File: src/rtl/fetch_pkg.sv
// fetch_pkg: shared types and constants for the instruction-fetch sequencer.
//   fetch_state_t   : sequencer FSM states (HALT is only reachable when
//                     FETCH_HALT_ON_WRAP_EN is defined)
//   OPCODE_WIDTH    : width of the opcode field at the top of the instruction
//   STIN_OP, NOP_OPCODE_C : opcode values taken from the core's opcode macros
//   NOP_WORD        : instruction word shown to the decoder when nothing is valid
//                     (default 24-bit instruction width)
//   is_stin()       : helper that recognises the input-switch instruction

// Opcode values normally come from the core's opcodes.sv; the defaults here
// keep this slice self-contained and step aside if opcodes.sv is already loaded.
`ifndef STIN
`define STIN 6'b010000
`endif
`ifndef NOP_OPCODE
`define NOP_OPCODE 6'b000000
`endif

package fetch_pkg;

    typedef enum logic [1:0] {
        BOOT  = 2'd0,
        RUN   = 2'd1,
        FLUSH = 2'd2,
        HALT  = 2'd3
    } fetch_state_t;

    localparam int          OPCODE_WIDTH = 6;
    localparam logic [5:0]  STIN_OP      = `STIN;
    localparam logic [5:0]  NOP_OPCODE_C = `NOP_OPCODE;
    localparam logic [23:0] NOP_WORD     = {NOP_OPCODE_C, 18'h00000};

    function automatic logic is_stin(input logic [5:0] op);
        return (op == STIN_OP);
    endfunction

endpackage

File: src/rtl/branch_target.sv
// branch_target: combinational PC-relative target computation.
//   base_i   : address of the branching instruction (dec_pc)
//   offset_i : signed branch offset from the instruction word
//   target_o : base + sign_extend(offset), modulo 2^PC_WIDTH
// Works for any relation between PC_WIDTH and OFFSET_WIDTH: the add is done
// in a width large enough for both operands and then truncated.

module branch_target #(
    parameter int PC_WIDTH     = 8,
    parameter int OFFSET_WIDTH = 8
) (
    input  logic [PC_WIDTH-1:0]     base_i,
    input  logic [OFFSET_WIDTH-1:0] offset_i,
    output logic [PC_WIDTH-1:0]     target_o
);

    localparam int SUM_W = PC_WIDTH + OFFSET_WIDTH;

    logic [SUM_W-1:0] offset_ext_s;
    logic [SUM_W-1:0] base_ext_s;
    logic [SUM_W-1:0] sum_s;

    assign offset_ext_s = {{PC_WIDTH{offset_i[OFFSET_WIDTH-1]}}, offset_i};
    assign base_ext_s   = {{OFFSET_WIDTH{1'b0}}, base_i};
    assign sum_s        = base_ext_s + offset_ext_s;
    assign target_o     = sum_s[PC_WIDTH-1:0];

endmodule

File: src/rtl/fetch_sequencer.sv
// fetch_sequencer: instruction-fetch front end of the pico MIPS decoder.
//   clk, reset     : single clock, synchronous active-high reset
//   prog_addr      : program ROM address (ROM answers one cycle later)
//   prog_data      : program ROM read data
//   instr, opcode  : instruction in decode and its opcode field (NOP when invalid)
//   instr_valid    : instr/opcode meaningful this cycle
//   dec_pc         : address of instr
//   pc_rel_branch  : decoder request to take a PC-relative branch
//   in_valid       : input-switch data available
//   in_ack         : one-cycle pulse when an STIN consumes the input
//   halted         : (FETCH_HALT_ON_WRAP_EN only) sequencer stopped at top of ROM
// Optional feature macro: FETCH_HALT_ON_WRAP_EN. When undefined the PC wraps
// silently; when defined, running sequentially past the last address halts.

module fetch_sequencer
    import fetch_pkg::*;
#(
    parameter int PC_WIDTH     = 8,
    parameter int INSTR_WIDTH  = 24,
    parameter int OFFSET_WIDTH = 8
) (
    input  logic                   clk,
    input  logic                   reset,
    output logic [PC_WIDTH-1:0]    prog_addr,
    input  logic [INSTR_WIDTH-1:0] prog_data,
    output logic [INSTR_WIDTH-1:0] instr,
    output logic [5:0]             opcode,
    output logic                   instr_valid,
    output logic [PC_WIDTH-1:0]    dec_pc,
    input  logic                   pc_rel_branch,
    input  logic                   in_valid,
    output logic                   in_ack
`ifdef FETCH_HALT_ON_WRAP_EN
    ,
    output logic                   halted
`endif
);

    localparam logic [PC_WIDTH-1:0]    PC_ZERO = {PC_WIDTH{1'b0}};
    localparam logic [PC_WIDTH-1:0]    PC_ONE  = {{(PC_WIDTH-1){1'b0}}, 1'b1};
    localparam logic [INSTR_WIDTH-1:0] NOP_W   =
        {NOP_OPCODE_C, {(INSTR_WIDTH-OPCODE_WIDTH){1'b0}}};
`ifdef FETCH_HALT_ON_WRAP_EN
    localparam logic [PC_WIDTH-1:0]    PC_MAX  = {PC_WIDTH{1'b1}};
`endif

    fetch_state_t          state_q, state_d;
    logic [PC_WIDTH-1:0]   pc_q, pc_d;
    logic [PC_WIDTH-1:0]   dec_pc_q, dec_pc_d;
    logic                  valid_q;
`ifdef FETCH_HALT_ON_WRAP_EN
    logic                  halted_q;
`endif

    logic                  run_s;
    logic                  stin_s;
    logic                  stall_s;
    logic                  branch_s;
    logic [PC_WIDTH-1:0]   pc_seq_s;
    logic [PC_WIDTH-1:0]   target_s;

    assign run_s    = (state_q == RUN);
    assign instr    = valid_q ? prog_data : NOP_W;
    assign opcode   = instr[INSTR_WIDTH-1 -: OPCODE_WIDTH];
    assign stin_s   = run_s && is_stin(opcode);
    assign stall_s  = stin_s && !in_valid;
    assign in_ack   = stin_s && in_valid;
    // An STIN never branches, so a stalled instruction ignores pc_rel_branch.
    assign branch_s = run_s && pc_rel_branch && !stall_s;

    // ROM address deliberately excludes pc_rel_branch: only the stall mux
    // sits on this path; a taken branch costs the one fetch it wastes.
    assign prog_addr = stall_s ? dec_pc_q : pc_q;

`ifdef FETCH_HALT_ON_WRAP_EN
    // Saturate so the last address is fetched and decoded before halting.
    assign pc_seq_s = (pc_q == PC_MAX) ? pc_q : (pc_q + PC_ONE);
`else
    assign pc_seq_s = pc_q + PC_ONE;
`endif

    branch_target #(
        .PC_WIDTH     (PC_WIDTH),
        .OFFSET_WIDTH (OFFSET_WIDTH)
    ) u_branch_target (
        .base_i   (dec_pc_q),
        .offset_i (instr[OFFSET_WIDTH-1:0]),
        .target_o (target_s)
    );

    // Next-state and next-PC selection for the fetch FSM.
    always_comb begin
        state_d  = state_q;
        pc_d     = pc_q;
        dec_pc_d = dec_pc_q;
        case (state_q)
            BOOT: begin
                pc_d     = pc_seq_s;
                dec_pc_d = pc_q;
                state_d  = RUN;
            end
            RUN: begin
                if (stall_s) begin
                    pc_d     = pc_q;
                    dec_pc_d = dec_pc_q;
                end else if (branch_s) begin
                    pc_d     = target_s;
                    dec_pc_d = target_s;
                    state_d  = FLUSH;
                end
`ifdef FETCH_HALT_ON_WRAP_EN
                else if (dec_pc_q == PC_MAX) begin
                    state_d = HALT;
                end
`endif
                else begin
                    pc_d     = pc_seq_s;
                    dec_pc_d = pc_q;
                end
            end
            FLUSH: begin
                pc_d    = pc_seq_s;
                state_d = RUN;
            end
            HALT: begin
                state_d = HALT;
            end
            default: begin
                state_d  = BOOT;
                pc_d     = PC_ZERO;
                dec_pc_d = PC_ZERO;
            end
        endcase
    end

    // State, PC and registered status outputs; reset wins over every event.
    always_ff @(posedge clk) begin
        if (reset) begin
            state_q  <= BOOT;
            pc_q     <= PC_ZERO;
            dec_pc_q <= PC_ZERO;
            valid_q  <= 1'b0;
`ifdef FETCH_HALT_ON_WRAP_EN
            halted_q <= 1'b0;
`endif
        end else begin
            state_q  <= state_d;
            pc_q     <= pc_d;
            dec_pc_q <= dec_pc_d;
            valid_q  <= (state_d == RUN);
`ifdef FETCH_HALT_ON_WRAP_EN
            halted_q <= (state_d == HALT);
`endif
        end
    end

    assign instr_valid = valid_q;
    assign dec_pc      = dec_pc_q;
`ifdef FETCH_HALT_ON_WRAP_EN
    assign halted      = halted_q;
`endif

endmodule

File: config.mk
export PLATFORM = sky130hd
export DESIGN_NAME = fetch_sequencer
export DESIGN_NICKNAME = d
export VERILOG_FILES = /design/src/rtl/fetch_pkg.sv /design/src/rtl/branch_target.sv /design/src/rtl/fetch_sequencer.sv
export SDC_FILE = /design/constraint.sdc
export NUM_CORES = 1
export LEC_CHECK = 0
export CAP_MARGIN = 25
export CORE_MARGIN = 5
export CORE_UTILIZATION = 43
export CTS_BUF_LIST = sky130_fd_sc_hd__clkbuf_8
export CTS_CLUSTER_SIZE = 16
export DETAILED_ROUTE_END_ITERATION = 8
export HOLD_SLACK_MARGIN = 0.1
export MAX_ROUTING_LAYER = met4
export PLACE_DENSITY = 0.94
export SLEW_MARGIN = 20
export SYNTH_ARGS = -nofsm -noshare
export SYNTH_HDL_FRONTEND = slang
export SYNTH_HIERARCHICAL = 1
export SYNTH_SLANG_ARGS = --single-unit
File: constraint.sdc
create_clock -name clk -period 2.8 [get_ports clk]
set_input_delay 0.84 -clock clk [delete_from_list [all_inputs] [get_ports clk]]
set_output_delay 0.84 -clock clk [all_outputs]
set_load 0.05 [all_outputs]
==> results of run 1 <==
cell type report:
class | count | area share (%)
clock buffers | 3 | 1.28
clock inverters | 1 | 0.155
inverters | 9 | 1.05
multi-input cells | 164 | 41.9
flip-flops and latches | 19 | 11.8
well taps | 48 | 1.86
repair buffers | 110 | 42.0
worst max path at each step:
stage | start | to | slack, ns | depth (start not counted)
final | prog_data[19] | prog_addr[4] | -0.11 | 6
after global routing | prog_data[19] | prog_addr[4] | -0.14 | 6
after CTS | prog_data[18] | prog_addr[0] | -0.08 | 6
after detailed placement | prog_data[22] | prog_addr[6] | -0.67 | 5
after global placement | prog_data[22] | prog_addr[0] | -0.60 | 5
after floorplan | in_valid | prog_addr[0] | -0.03 | 3
per-layer routing:
metal  GRT usage [%]  vias to the layer above
met2            47.8                      141
met4            15.6                        0
li1                -                      948
met3            5.65                       42
met1            26.5                     1039
met5               -                        -
flip-flops by register name, summed over array words and instances (netlist names):
| register | flops |
|---|---|
| dec_pc | 8 |
| pc_q | 8 |
| state_q | 2 |
| instr_valid | 1 |
power by group:
group / internal [mW] / total, mW / switching [mW]
logic: 0.304 / 0.667 / 0.364
clock network: 0.0993 / 0.201 / 0.102
registers: 0.293 / 0.329 / 0.0366
total: 0.695 / 1.20 / 0.502
tightest hold or removal path: stages (launching register included):
cell and delay [ns]:
sky130_fd_sc_hd__dfxtp_1 0.35, sky130_fd_sc_hd__nor2_1 0.12, sky130_fd_sc_hd__a311oi_1 0.05
repair_timing:
| item | 4_1_cts | 5_1_grt |
|---|---|---|
| endpoints found under the setup margin | 13 | 16 |
| setup buffers | 6 | 5 |
| resized for setup | 50 | 21 |
| gates cloned | 1 | 0 |
| pin swaps | 7 | 9 |
cells in the mapped netlist (all sizes together), types with 2 or more instances:
master	count
a211o	2
a211oi	4
a21o	2
a21oi	14
a311oi	8
a31oi	2
and2	25
buf	9
clkbuf	5
dfxtp	19
ha	8
inv	9
mux2	8
mux2i	4
nand2	19
nand2b	2
nand3	4
nor2	13
nor2b	6
nor3	5
nor4	2
o211ai	3
o21ai	7
o2bb2ai	3
o311ai	2
o32ai	2
xnor2	2
xor2	2
stage by stage:
stage	power [mW]	hold slack (ns)	setup TNS (ns)
2_1_floorplan	0.665	0.479	-0.218
3_3_place_gp	0.915	0.504	-6.54
3_5_place_dp	0.934	0.531	-7.84
4_1_cts	1.15	0.542	-0.470
5_1_grt	1.23	0.589	-1.14
6_report	1.20	0.566	-0.773
kinds of logic (layout without fill, tap and decap cells):
group	after synthesis	in the layout	synth area share, %
AOI/OAI and AO/OA	54	54	25.5
and+or+nand+nor	84	85	28.0
buffers and inverters	23	123	7.18
muxes	12	12	7.70
xor gates and xnor gates	4	4	2.07
DFF	19	19	22.5
adders and majority gates	9	9	7.11
==> Flow_metrics.wiki, run 1 <==
{| class="wikitable"
! Metric !! Value
|-
| Final worst-path setup slack || -0.109 ns
|-
| Row count || 22
|-
| Most used cells in the layout excluding fill and tap cells || 33 x sky130_fd_sc_hd__buf_4, 32 x sky130_fd_sc_hd__buf_12, 27 x sky130_fd_sc_hd__clkdlybuf4s50_1
|-
| Half-perimeter wire length after detailed placement || 4680 um
|-
| Required time reported for the critical path endpoint || 1.96 ns
|-
| FF-to-FF Start || instr_valid
|-
| Hold bufs inserted after CTS || 0
|-
| Syn Nets || 242
|-
| Setup repair after global routing missed its margin || true
|-
| Tightest slew margin relative to the limit || 55.5%
|-
| Count of different cell masters after synthesis || 52
|-
| Fraction of final layout cells with drive strength greater than 1 || 41.8%
|-
| Final weighted congestion of routability-driven global placement || 0.856
|-
| Iteration-0 DRC Markers || 228
|-
| Pwr per Cell Area || 371 mW/mm^2
|-
| Clock period minus final worst setup slack || 2.91 ns
|-
| Total of fill cells in the finished design || 175
|-
| Number of global-route vias before repair || 2,202
|-
| Count of cells along the worst register-to-register path || 11
|-
| Cell count after synthesis || 205
|-
| Post-layout instance area || 0.00323 sq mm
|-
| Worst min-delay path startpoint || dec_pc[4]
|-
| Register-to-register setup slack || 0.44 ns
|-
| Post-Route Skew || 0.00847 ns
|-
| Area of the die || 0.00529 sq mm
|-
| Cell type with the largest total area after synthesis || sky130_fd_sc_hd__dfxtp_1
|-
| Hold Fails Final Rpt || 0
|-
| Number of antenna violations at the first check in global routing || 0
|-
| Crit path buffers/inverters || 3
|-
| Status || finished, violations left
|-
| Number of placed I/O pins || 76
|-
| Nets || 344
|-
| Final global-route overflow total || 0
|-
| Combined area of the multi-input logic cells || 0.00135 sq mm
|-
| Worst R2R End || pc_q[4]
|-
| Prevailing post-synth register cell || sky130_fd_sc_hd__dfxtp_1
|-
| Crit path kind || in2out
|-
| Sum of met3 wire segment lengths after detailed routing || 514 um
|-
| Total of flip-flops plus latches after synthesis || 19
|-
| Mean post-synth cell area || 8.25 sq um
|-
| Number of enable-type register cells in the synthesized netlist || 0
|-
| TritonRoute pass-1 iters || 5
|-
| Most frequent standard cell in the layout excluding fill and tap cells || sky130_fd_sc_hd__buf_4
|-
| Critical Path Start Type || primary input
|-
| Cell at the root of the clock tree || sky130_fd_sc_hd__clkbuf_8
|-
| Die height || 72.7 um
|-
| Number of buffers on the longest clock path || 2
|-
| CTS tree || built
|-
| Met2 wirelength from detailed routing || 3860 um
|-
| Count of pins over their slew limit || 0
|-
| Final core utilization || 86.3%
|-
| Initial Utilization || 45.2%
|-
| Count of warnings emitted by yosys || 6
|-
| Fraction of post-synthesis cell area in the top cell type by area || 22.5%
|-
| CP delay by family, top || simple AND/OR/NAND/NOR gates
|-
| Vias/cell || 6.13
|-
| Slew @ Worst Pin || 0.665 ns
|-
| Post-route clock period utilization || 104%
|-
| Residual DRC || 0
|-
| CTS HTree Levels || 1
|-
| Max Clk Rate || 0.344 GHz
|-
| Clock transition at the register clock pins on the worst setup and hold paths after CTS || 0.07 ns
|-
| Mean routed wirelength per cell || 20.9 um
|-
| Largest net degree at the start of global routing || 18
|-
| Cell-by-cell listing of the critical path || buf_8, nor4bb_4, buf_4, nand3_4, mux2_4, buf_6
|-
| Core area || 0.00374 sq mm
|-
| Overall fraction of global-route tracks in use || 26.7%
|-
| Critical-path maximum fanout || 5
|-
| Number of vias after detailed routing || 2,170
|-
| Detail Route Antenna Nets || 0
|-
| Fraction of the yosys area taken by sequential cells || 22.5%
|-
| Path class of the lowest-slack min-delay path || reg2reg
|-
| Total wire length after detailed routing || 7400 um
|-
| Leakage power summed over all cells || 1.36 nW
|-
| MaxCap Viol Count || 0
|-
| Violated checks || negative setup slack
|-
| Die Wd || 72.7 um
|-
| Endpoint class of the critical path || primary output
|-
| Synth-to-layout area growth || 91.1%
|-
| Number of clock sinks || 19
|-
| Area occupied by registers || 380 sq um
|-
| Placed Cells incl. Taps || 338
|-
| Cell with the largest stage delay on the worst path || sky130_fd_sc_hd__mux2_4
|-
| Worst hold path cell count || 2
|-
| Ranking of synthesized cells by area || sky130_fd_sc_hd__dfxtp_1 23%, sky130_fd_sc_hd__and2_1 9.3%, sky130_fd_sc_hd__ha_1 5.9%
|-
| Peak supply drop || 249 uV
|-
| Global-route wire length before repair || 10,800 um
|-
| Pre-CTS setup slack || -0.669 ns
|-
| Async S/R FF share, synth || 0%
|-
| Top Layer Used || met4
|-
| Final non-filler cell total || 354
|-
| Count of buffers from port buffering || 75
|-
| Synthesized area || 0.00169 sq mm
|-
| Total inserted antenna cells || 0
|-
| Dpl cell area || 0.00294 sq mm
|-
| TritonCTS buffer count || 3
|-
| Arrival time reported for the critical path endpoint || 2.07 ns
|-
| Worst-Skew Late Latency || 0.26 ns
|-
| Worst hold path endpoint || dec_pc[4]
|-
| Delay contributed by the slowest stage of the critical path || 0.35 ns
|-
| Number of endpoints failing setup at the final stage || 9
|-
| DRT met1 WL || 2600 um
|}
(Power assumes the default switching activity.)
==> run 2, diff against run 1 <==
- ABC_AREA: unset -> 1
- CAP_MARGIN: 25 -> unset
- CORE_UTILIZATION: 43 -> 45
- PLACE_DENSITY: 0.94 -> 0.95
==> run 2 against run 1 <==
- the run still ends with negative setup slack left
- area after synthesis grew 10%
- first-iteration DRC count increased by 75%
- non-clock buffer count decreased by 11
- critical path type is now in2reg
- clock skew down 0.00063 ns
- combinational power grew 17%
- critical path depth up 9
==> Flow_metrics.wiki, run 2 <==
{| class="wikitable"
! Metric !! Value
|-
| Worst hold margin || 0.653 ns (+0.0875 ns)
|-
| Tightest slew margin relative to the limit || 65.3% (+9.8 points)
|-
| Number of vias after detailed routing || 2,786 (+28%)
|-
| Required time reported for the critical path endpoint || 2.96 ns (+1.00 ns)
|-
| Count of buffers from port buffering || 75 (unchanged)
|-
| Mean post-synth cell area || 5.86 sq um (-29%)
|-
| Part of the total power dissipated in the clock network || 16.2% (-0.6 points)
|-
| Number of endpoints failing setup at the final stage || 2 (-7)
|-
| Largest net degree at the start of global routing || 22 (+4)
|-
| Most used cells in the layout excluding fill and tap cells || 89 x sky130_fd_sc_hd__nand2_1, 67 x sky130_fd_sc_hd__inv_1, 41 x sky130_fd_sc_hd__buf_12
|-
| CTS HTree Levels || 1 (unchanged)
|-
| Final weighted congestion of routability-driven global placement || 0.886 (+3.5%)
|-
| Placed Cells incl. Taps || 443 (+31%)
|-
| Cell at the root of the clock tree || sky130_fd_sc_hd__clkbuf_8
|-
| Status || finished, violations left
|-
| Die Wd || 74.4 um (+2.3%)
|-
| Top cells by count, synth || 97 x sky130_fd_sc_hd__nand2_1, 69 x sky130_fd_sc_hd__inv_1, 33 x sky130_fd_sc_hd__nor2_1, 19 x sky130_fd_sc_hd__dfxtp_1, 19 x sky130_fd_sc_hd__nand3_1
|-
| Number of buffers on the longest clock path || 2 (unchanged)
|-
| Most frequent standard cell in the layout excluding fill and tap cells || sky130_fd_sc_hd__nand2_1
|-
| Count of pins over their slew limit || 0 (unchanged)
|-
| Prevailing post-synth register cell || sky130_fd_sc_hd__dfxtp_1
|-
| MaxCap Viol Count || 0 (unchanged)
|-
| Overall fraction of global-route tracks in use || 34.5% (+7.8 points)
|-
| CTS tree || built
|-
| Mean routed wirelength per cell || 22.5 um (+7.5%)
|-
| Synth-to-layout area growth || 83.0%
|-
| Most repeated cell in the gate-level netlist after synthesis || sky130_fd_sc_hd__nand2_1
|-
| Final worst-path setup slack || -0.120 ns (-0.0109 ns)
|-
| Core area || 0.00400 sq mm (+6.9%)
|-
| Internal power consumption || 0.707 mW (+1.7%)
|-
| Number of antenna violations at the first check in global routing || 0 (unchanged)
|-
| Count of different cell masters after synthesis || 29 (-44%)
|-
| Leakage power summed over all cells || 1.76 nW (+29%)
|-
| Path class of the lowest-slack min-delay path || reg2reg
|-
| Final global-route overflow total || 0 (unchanged)
|-
| Critical-path maximum fanout || 2 (-3)
|-
| Residual DRC || 0 (unchanged)
|-
| Logic gate share of total power || 58.5% (+2.8 points)
|-
| Pre-CTS setup slack || -0.344 ns (+0.324 ns)
|-
| Peak supply drop || 319 uV (+28%)
|-
| Worst-Skew Late Latency || 0.27 ns (about the same)
|-
| Max Clk Rate || 0.343 GHz (-0.37%)
|-
| Crit path kind || in2reg
|-
| Half-perimeter wire length after detailed placement || 5810 um (+24%)
|-
| Post-route clock period utilization || 104% (+0.39 points)
|-
| TritonRoute pass-1 iters || 6 (+1)
|-
| Fraction of the yosys area taken by sequential cells || 20.4% (-2.1 points)
|-
| Number of clock sinks || 19 (unchanged)
|-
| Reported net switching power || 0.630 mW (+25%)
|-
| Ranking of synthesized cells by area || sky130_fd_sc_hd__dfxtp_1 20%, sky130_fd_sc_hd__nand2_1 20%, sky130_fd_sc_hd__inv_1 14%
|-
| Fraction of power consumed by sequential logic || 25.3% (-2.2 points)
|-
| Number of enable-type register cells in the synthesized netlist || 0 (unchanged)
|-
| Row count || 23 (+4.5%)
|-
| Setup repair after global routing missed its margin || true
|-
| Post-Route Skew || 0.00784 ns (-0.000632 ns)
|-
| Switching part of the total power || 47.1% (+5.2 points)
|-
| Vias/cell || 6.12 (-0.11%)
|-
| Clock period minus final worst setup slack || 2.92 ns (+0.0109 ns)
|-
| Detail Route Antenna Nets || 0 (unchanged)
|-
| Fraction of post-synthesis cell area in the top cell type by area || 20.4% (-2.1 points)
|-
| Fraction of final layout cells with drive strength greater than 1 || 29.9% (-12 points)
|-
| Area of the die || 0.00553 sq mm (+4.6%)
|-
| TritonCTS buffer count || 3 (unchanged)
|-
| Slew @ Worst Pin || 0.519 ns (-0.146 ns)
|-
| Number of global-route vias before repair || 2,770 (+26%)
|-
| Syn Nets || 355 (+47%)
|-
| Cell type with the largest total area after synthesis || sky130_fd_sc_hd__dfxtp_1
|-
| Violated checks || negative setup slack
|-
| Hold Fails Final Rpt || 0 (unchanged)
|-
| Nets || 443 (+29%)
|-
| Number of placed I/O pins || 76 (unchanged)
|-
| Critical Path Start Type || primary input
|-
| Clock transition at the register clock pins on the worst setup and hold paths after CTS || 0.09 ns (+0.02 ns)
|-
| Arrival time reported for the critical path endpoint || 3.08 ns (+1.01 ns)
|-
| Total power consumption of the routed design || 1.34 mW (+12%)
|-
| Global-route wire length before repair || 14,000 um (+30%)
|-
| Async S/R FF share, synth || 0% (unchanged)
|-
| Synthesized area || 0.00186 sq mm (+10%)
|-
| Total wire length after detailed routing || 10,200 um (+38%)
|-
| Pwr per Cell Area || 392 mW/mm^2 (+5.7%)
|-
| Count of warnings emitted by yosys || 6 (unchanged)
|-
| Endpoint class of the critical path || flip-flop
|-
| Die height || 74.4 um (+2.3%)
|-
| Final non-filler cell total || 455 (+29%)
|-
| Total inserted antenna cells || 0 (unchanged)
|-
| Initial Utilization || 46.6% (+1.5 points)
|-
| Total of flip-flops plus latches after synthesis || 19 (unchanged)
|-
| Cell count after synthesis || 318 (+55%)
|-
| Iteration-0 DRC Markers || 398 (+75%)
|-
| Hold bufs inserted after CTS || 0 (unchanged)
|}
[run 2: changes by cell type after synthesis, sizes merged, moves of 6 or more]
cell	delta
inv	+61
and2	-25
a311oi	-8
nor2	+21
mux2	-8
nor2b	-6
nand2	+82
nand3	+15
[run 2: power by group through the flow]
stage          Clock (mW)  Combinational (mW)  Sequential [mW]
2_1_floorplan           0               0.363            0.364
3_3_place_gp            0               0.673            0.331
3_5_place_dp            0               0.701            0.334
4_1_cts             0.200               0.710            0.328
5_1_grt             0.219               0.808            0.339
6_report            0.216               0.782            0.338
[run 2: kinds of logic (layout without fill, tap and decap cells)]
group / Yosys count / after routing / synth area share (%)
AO/OA/AOI/OAI: 33 / 33 / 11.2
XOR/XNOR: 9 / 9 / 5.23
adder cells (fa/ha/maj): 9 / 9 / 6.44
buffers and inverters: 88 / 175 / 20.6
flip-flops: 19 / 19 / 20.4
AND/OR/NAND/NOR: 160 / 160 / 36.1
[run 2: area by class of cell]
type / instances / area (sq um)
clock inverters: 1 / 7.51
fillers: 161 / 589
flip-flops and latches: 19 / 380
well taps: 50 / 62.6
clock buffers: 3 / 41.3
multi-input cells: 211 / 1300
inverters: 72 / 270
repair buffers: 99 / 1350
[run 2: final timing paths]
check	depth (start not counted)	slack, ns	end	from
max	15	-0.12	dec_pc[4]	prog_data[0]
min	4	0.65	pc_q[1]	pc_q[1]
max reg2reg	14	0.17	pc_q[7]	instr_valid
min reg2reg	4	0.65	pc_q[1]	pc_q[1]
[run 2: what timing repair did]
| action | in CTS | in global routing |
|---|---|---|
| endpoints found under the setup margin | 9 | 13 |
| resized for setup | 36 | 23 |
| cloned | 2 | 0 |
| pin swaps | 6 | 11 |
| setup buffers | 5 | 3 |
[run 2: through the flow]
step,setup TNS (ns),instance area [sq um],utilization (%)
2_1_floorplan,0,1960,-
3_3_place_gp,-2.30,3170,79.4
3_5_place_dp,-3.82,3170,79.4
4_1_cts,-0.174,3350,83.7
5_1_grt,-0.592,3410,85.3
6_report,-0.223,3410,85.3
[run 2: layer usage]
layer | global-route usage (%) | vias to the layer above | routed length [um]
li1 | - | 1119 | -
met5 | - | - | 0
met3 | 7.57 | 113 | 1190
met1 | 35.2 | 1278 | 3410
met4 | 21.5 | 0 | 830
met2 | 59.6 | 276 | 4800
[run 2: critical path: stages]
cell and delay (ns):
sky130_fd_sc_hd__clkdlybuf4s50_1 0.48, sky130_fd_sc_hd__nand2_2 0.06, sky130_fd_sc_hd__inv_2 0.10, sky130_fd_sc_hd__ha_4 0.12, sky130_fd_sc_hd__inv_1 0.05, sky130_fd_sc_hd__fa_2 0.39
sky130_fd_sc_hd__inv_1 0.08, sky130_fd_sc_hd__nand2_1 0.06, sky130_fd_sc_hd__nand2_2 0.10, sky130_fd_sc_hd__nand2_2 0.07, sky130_fd_sc_hd__xnor2_2 0.22, sky130_fd_sc_hd__nand3_2 0.11
sky130_fd_sc_hd__nand2_2 0.08, sky130_fd_sc_hd__nor2_2 0.06, sky130_fd_sc_hd__nor2_1 0.27
==> run 3, diff against run 2 <==
- CORE_UTILIZATION: 45 -> 38
- PLACE_DENSITY: 0.95 -> unset
- PLACE_DENSITY_LB_ADDON: unset -> 0.08
==> run 3 against run 2 <==
- flip-flop and latch count stayed put
- die area is 16% higher
- critical path type is now in2out
- critical path depth is 8 lower
- the run now ends clean
- sequential share of layout area is 0.18 points lower
- via count is 22% lower
- routed wire length is 40% lower
- maximum frequency is 6.2% higher
- core utilization is 12 points lower
- clock skew is 0.0062 ns lower
- combinational power is 9.6% lower
==> Flow_metrics.wiki, run 3 (synthesis results as in run 2) <==
{| class="wikitable"
! Metric !! Value
|-
| Detail Route Antenna Nets || 0 (unchanged)
|-
| Mean routed wirelength per cell || 12.9 um (-43%)
|-
| Worst hold margin || 0.634 ns (-0.0193 ns)
|-
| Setup TNS || 0 ns (+0.223 ns)
|-
| Number of global-route vias before repair || 2,101 (-24%)
|-
| Number of endpoints failing setup at the final stage || 0 (-2)
|-
| Tightest slew margin relative to the limit || 64.8% (-0.47 points)
|-
| Final weighted congestion of routability-driven global placement || 0.863 (-2.6%)
|-
| Arrival time reported for the critical path endpoint || 1.91 ns (-1.17 ns)
|-
| Post-layout instance area || 0.00347 sq mm (+1.7%)
|-
| Most frequent standard cell in the layout excluding fill and tap cells || sky130_fd_sc_hd__nand2_1
|-
| Total power consumption of the routed design || 1.23 mW (-8.2%)
|-
| Residual DRC || 0 (unchanged)
|-
| Number of buffers on the longest clock path || 2 (unchanged)
|-
| Endpoint class of the critical path || primary output
|-
| Crit path kind || in2out
|-
| Half-perimeter wire length after detailed placement || 4920 um (-15%)
|-
| Critical Path Start Type || primary input
|-
| TritonRoute pass-1 iters || 5 (-1)
|-
| TritonCTS buffer count || 3 (unchanged)
|-
| Core area || 0.00475 sq mm (+19%)
|-
| Count of pins over their slew limit || 0 (unchanged)
|-
| Status || finished clean
|-
| Count of buffers from port buffering || 75 (unchanged)
|-
| Worst-Skew Late Latency || 0.26 ns (about the same)
|-
| Most used cells in the layout excluding fill and tap cells || 89 x sky130_fd_sc_hd__nand2_1, 69 x sky130_fd_sc_hd__inv_1, 41 x sky130_fd_sc_hd__buf_12
|-
| Path class of the lowest-slack min-delay path || reg2reg
|-
| Number of vias after detailed routing || 2,180 (-22%)
|-
| Critical-path maximum fanout || 5 (+3)
|-
| CTS tree || built
|-
| Final global-route overflow total || 0 (unchanged)
|-
| Nets || 449 (+1.4%)
|-
| Synth-to-layout area growth || 86.0%
|-
| Required time reported for the critical path endpoint || 1.96 ns (-1.00 ns)
|-
| Row count || 25 (+8.7%)
|-
| Cell at the root of the clock tree || sky130_fd_sc_hd__clkbuf_8
|-
| Setup repair after global routing missed its margin || true
|-
| Clock transition at the register clock pins on the worst setup and hold paths after CTS || 0.07 ns (-0.02 ns)
|-
| Pwr per Cell Area || 354 mW/mm^2 (-9.7%)
|-
| Final core utilization || 72.9% (-12 points)
|-
| Peak supply drop || 468 uV (+47%)
|-
| Post-Route Skew || 0.00165 ns (-0.00619 ns)
|-
| Iteration-0 DRC Markers || 72 (-82%)
|-
| Max Clk Rate || 0.364 GHz (+6.2%)
|-
| Total wire length after detailed routing || 6150 um (-40%)
|-
| Leakage power summed over all cells || 1.80 nW (+2.4%)
|-
| Total inserted antenna cells || 0 (unchanged)
|-
| Vias/cell || 4.56 (-26%)
|-
| Die Wd || 80.0 um (+7.6%)
|-
| Post-route clock period utilization || 98.2% (-6.1 points)
|-
| Die height || 80.0 um (+7.6%)
|-
| Hold Fails Final Rpt || 0 (unchanged)
|-
| Dpl cell area || 0.00325 sq mm (+2.5%)
|-
| Number of antenna violations at the first check in global routing || 0 (unchanged)
|-
| Largest net degree at the start of global routing || 17 (-23%)
|-
| Number of clock sinks || 19 (unchanged)
|-
| Overall fraction of global-route tracks in use || 20.1% (-14 points)
|-
| Fraction of final layout cells with drive strength greater than 1 || 27.5% (-2.4 points)
|-
| Global-route wire length before repair || 10,000 um (-28%)
|-
| Clock period minus final worst setup slack || 2.75 ns (-0.171 ns)
|-
| Number of placed I/O pins || 76 (unchanged)
|-
| Slew @ Worst Pin || 0.526 ns (+0.00697 ns)
|-
| Initial Utilization || 39.2% (-7.4 points)
|-
| MaxCap Viol Count || 0 (unchanged)
|-
| CTS HTree Levels || 1 (unchanged)
|-
| Area of the die || 0.00641 sq mm (+16%)
|}
-- run 3: critical path, stage by stage --
cell and delay (ns):
sky130_fd_sc_hd__buf_8 0.10, sky130_fd_sc_hd__nor3_4 0.23, sky130_fd_sc_hd__nand4_4 0.13, sky130_fd_sc_hd__buf_6 0.17, sky130_fd_sc_hd__buf_16 0.14, sky130_fd_sc_hd__o21ai_4 0.14
sky130_fd_sc_hd__buf_12 0.15
-- run 3: path summary, 6_finish.rpt --
check	startpoint	endpoint	slack [ns]	cells past startpoint
hold reg to reg	dec_pc[0]	dec_pc[0]	0.63	4
setup / recovery	prog_data[21]	prog_addr[4]	0.05	7
hold / removal	dec_pc[0]	dec_pc[0]	0.63	4
setup reg to reg	instr_valid	dec_pc[6]	0.47	16
-- run 3: through the flow --
stage               worst slack [ns]  instances
global placement              -0.343        466
finish                        0.0510        478
CTS                         -0.00107        477
global route                 -0.0231        478
floorplan                     0.0377        318
detailed placement            -0.389        466
-- run 3: area by class of cell --
class / instances / area, sq um
Clock inverter: 1 / 3.75
Sequential cell: 19 / 380
Clock buffer: 3 / 41.3
Multi-Input combinational cell: 211 / 1250
Inverter: 72 / 270
Fill cell: 377 / 1290
Tap cell: 67 / 83.8
Timing Repair Buffer: 105 / 1440
-- run 3: timing repair --
action | in CTS | in global routing
pin swaps | 6 | 5
gates resized for setup | 49 | 1
setup endpoints to repair | 9 | 8
gates cloned | 3 | 0
buffers inserted | 5 | 1
hold buffers | 0 | 0
-- run 3: layer usage --
layer / vias to the layer above / share of wire (%) / GRT usage (%) / routed length (um)
met2: 61 / 52 / 37.3 / 3170
li1: 1133 / - / - / -
met3: 10 / 4.4 / 1.02 / 273
met4: 0 / 1.7 / 5.57 / 106
met5: - / 0 / - / 0
met1: 976 / 42 / 23.5 / 2590
-- run 3: power breakdown --
| group | internal (mW) | total, mW | leakage, nW | switching (mW) |
|---|---|---|---|---|
| clock network | 0.0977 | 0.191 | 0.0269 | 0.0929 |
| logic | 0.310 | 0.707 | 1.62 | 0.397 |
| registers | 0.296 | 0.330 | 0.156 | 0.0346 |
| total | 0.703 | 1.23 | 1.80 | 0.524 |
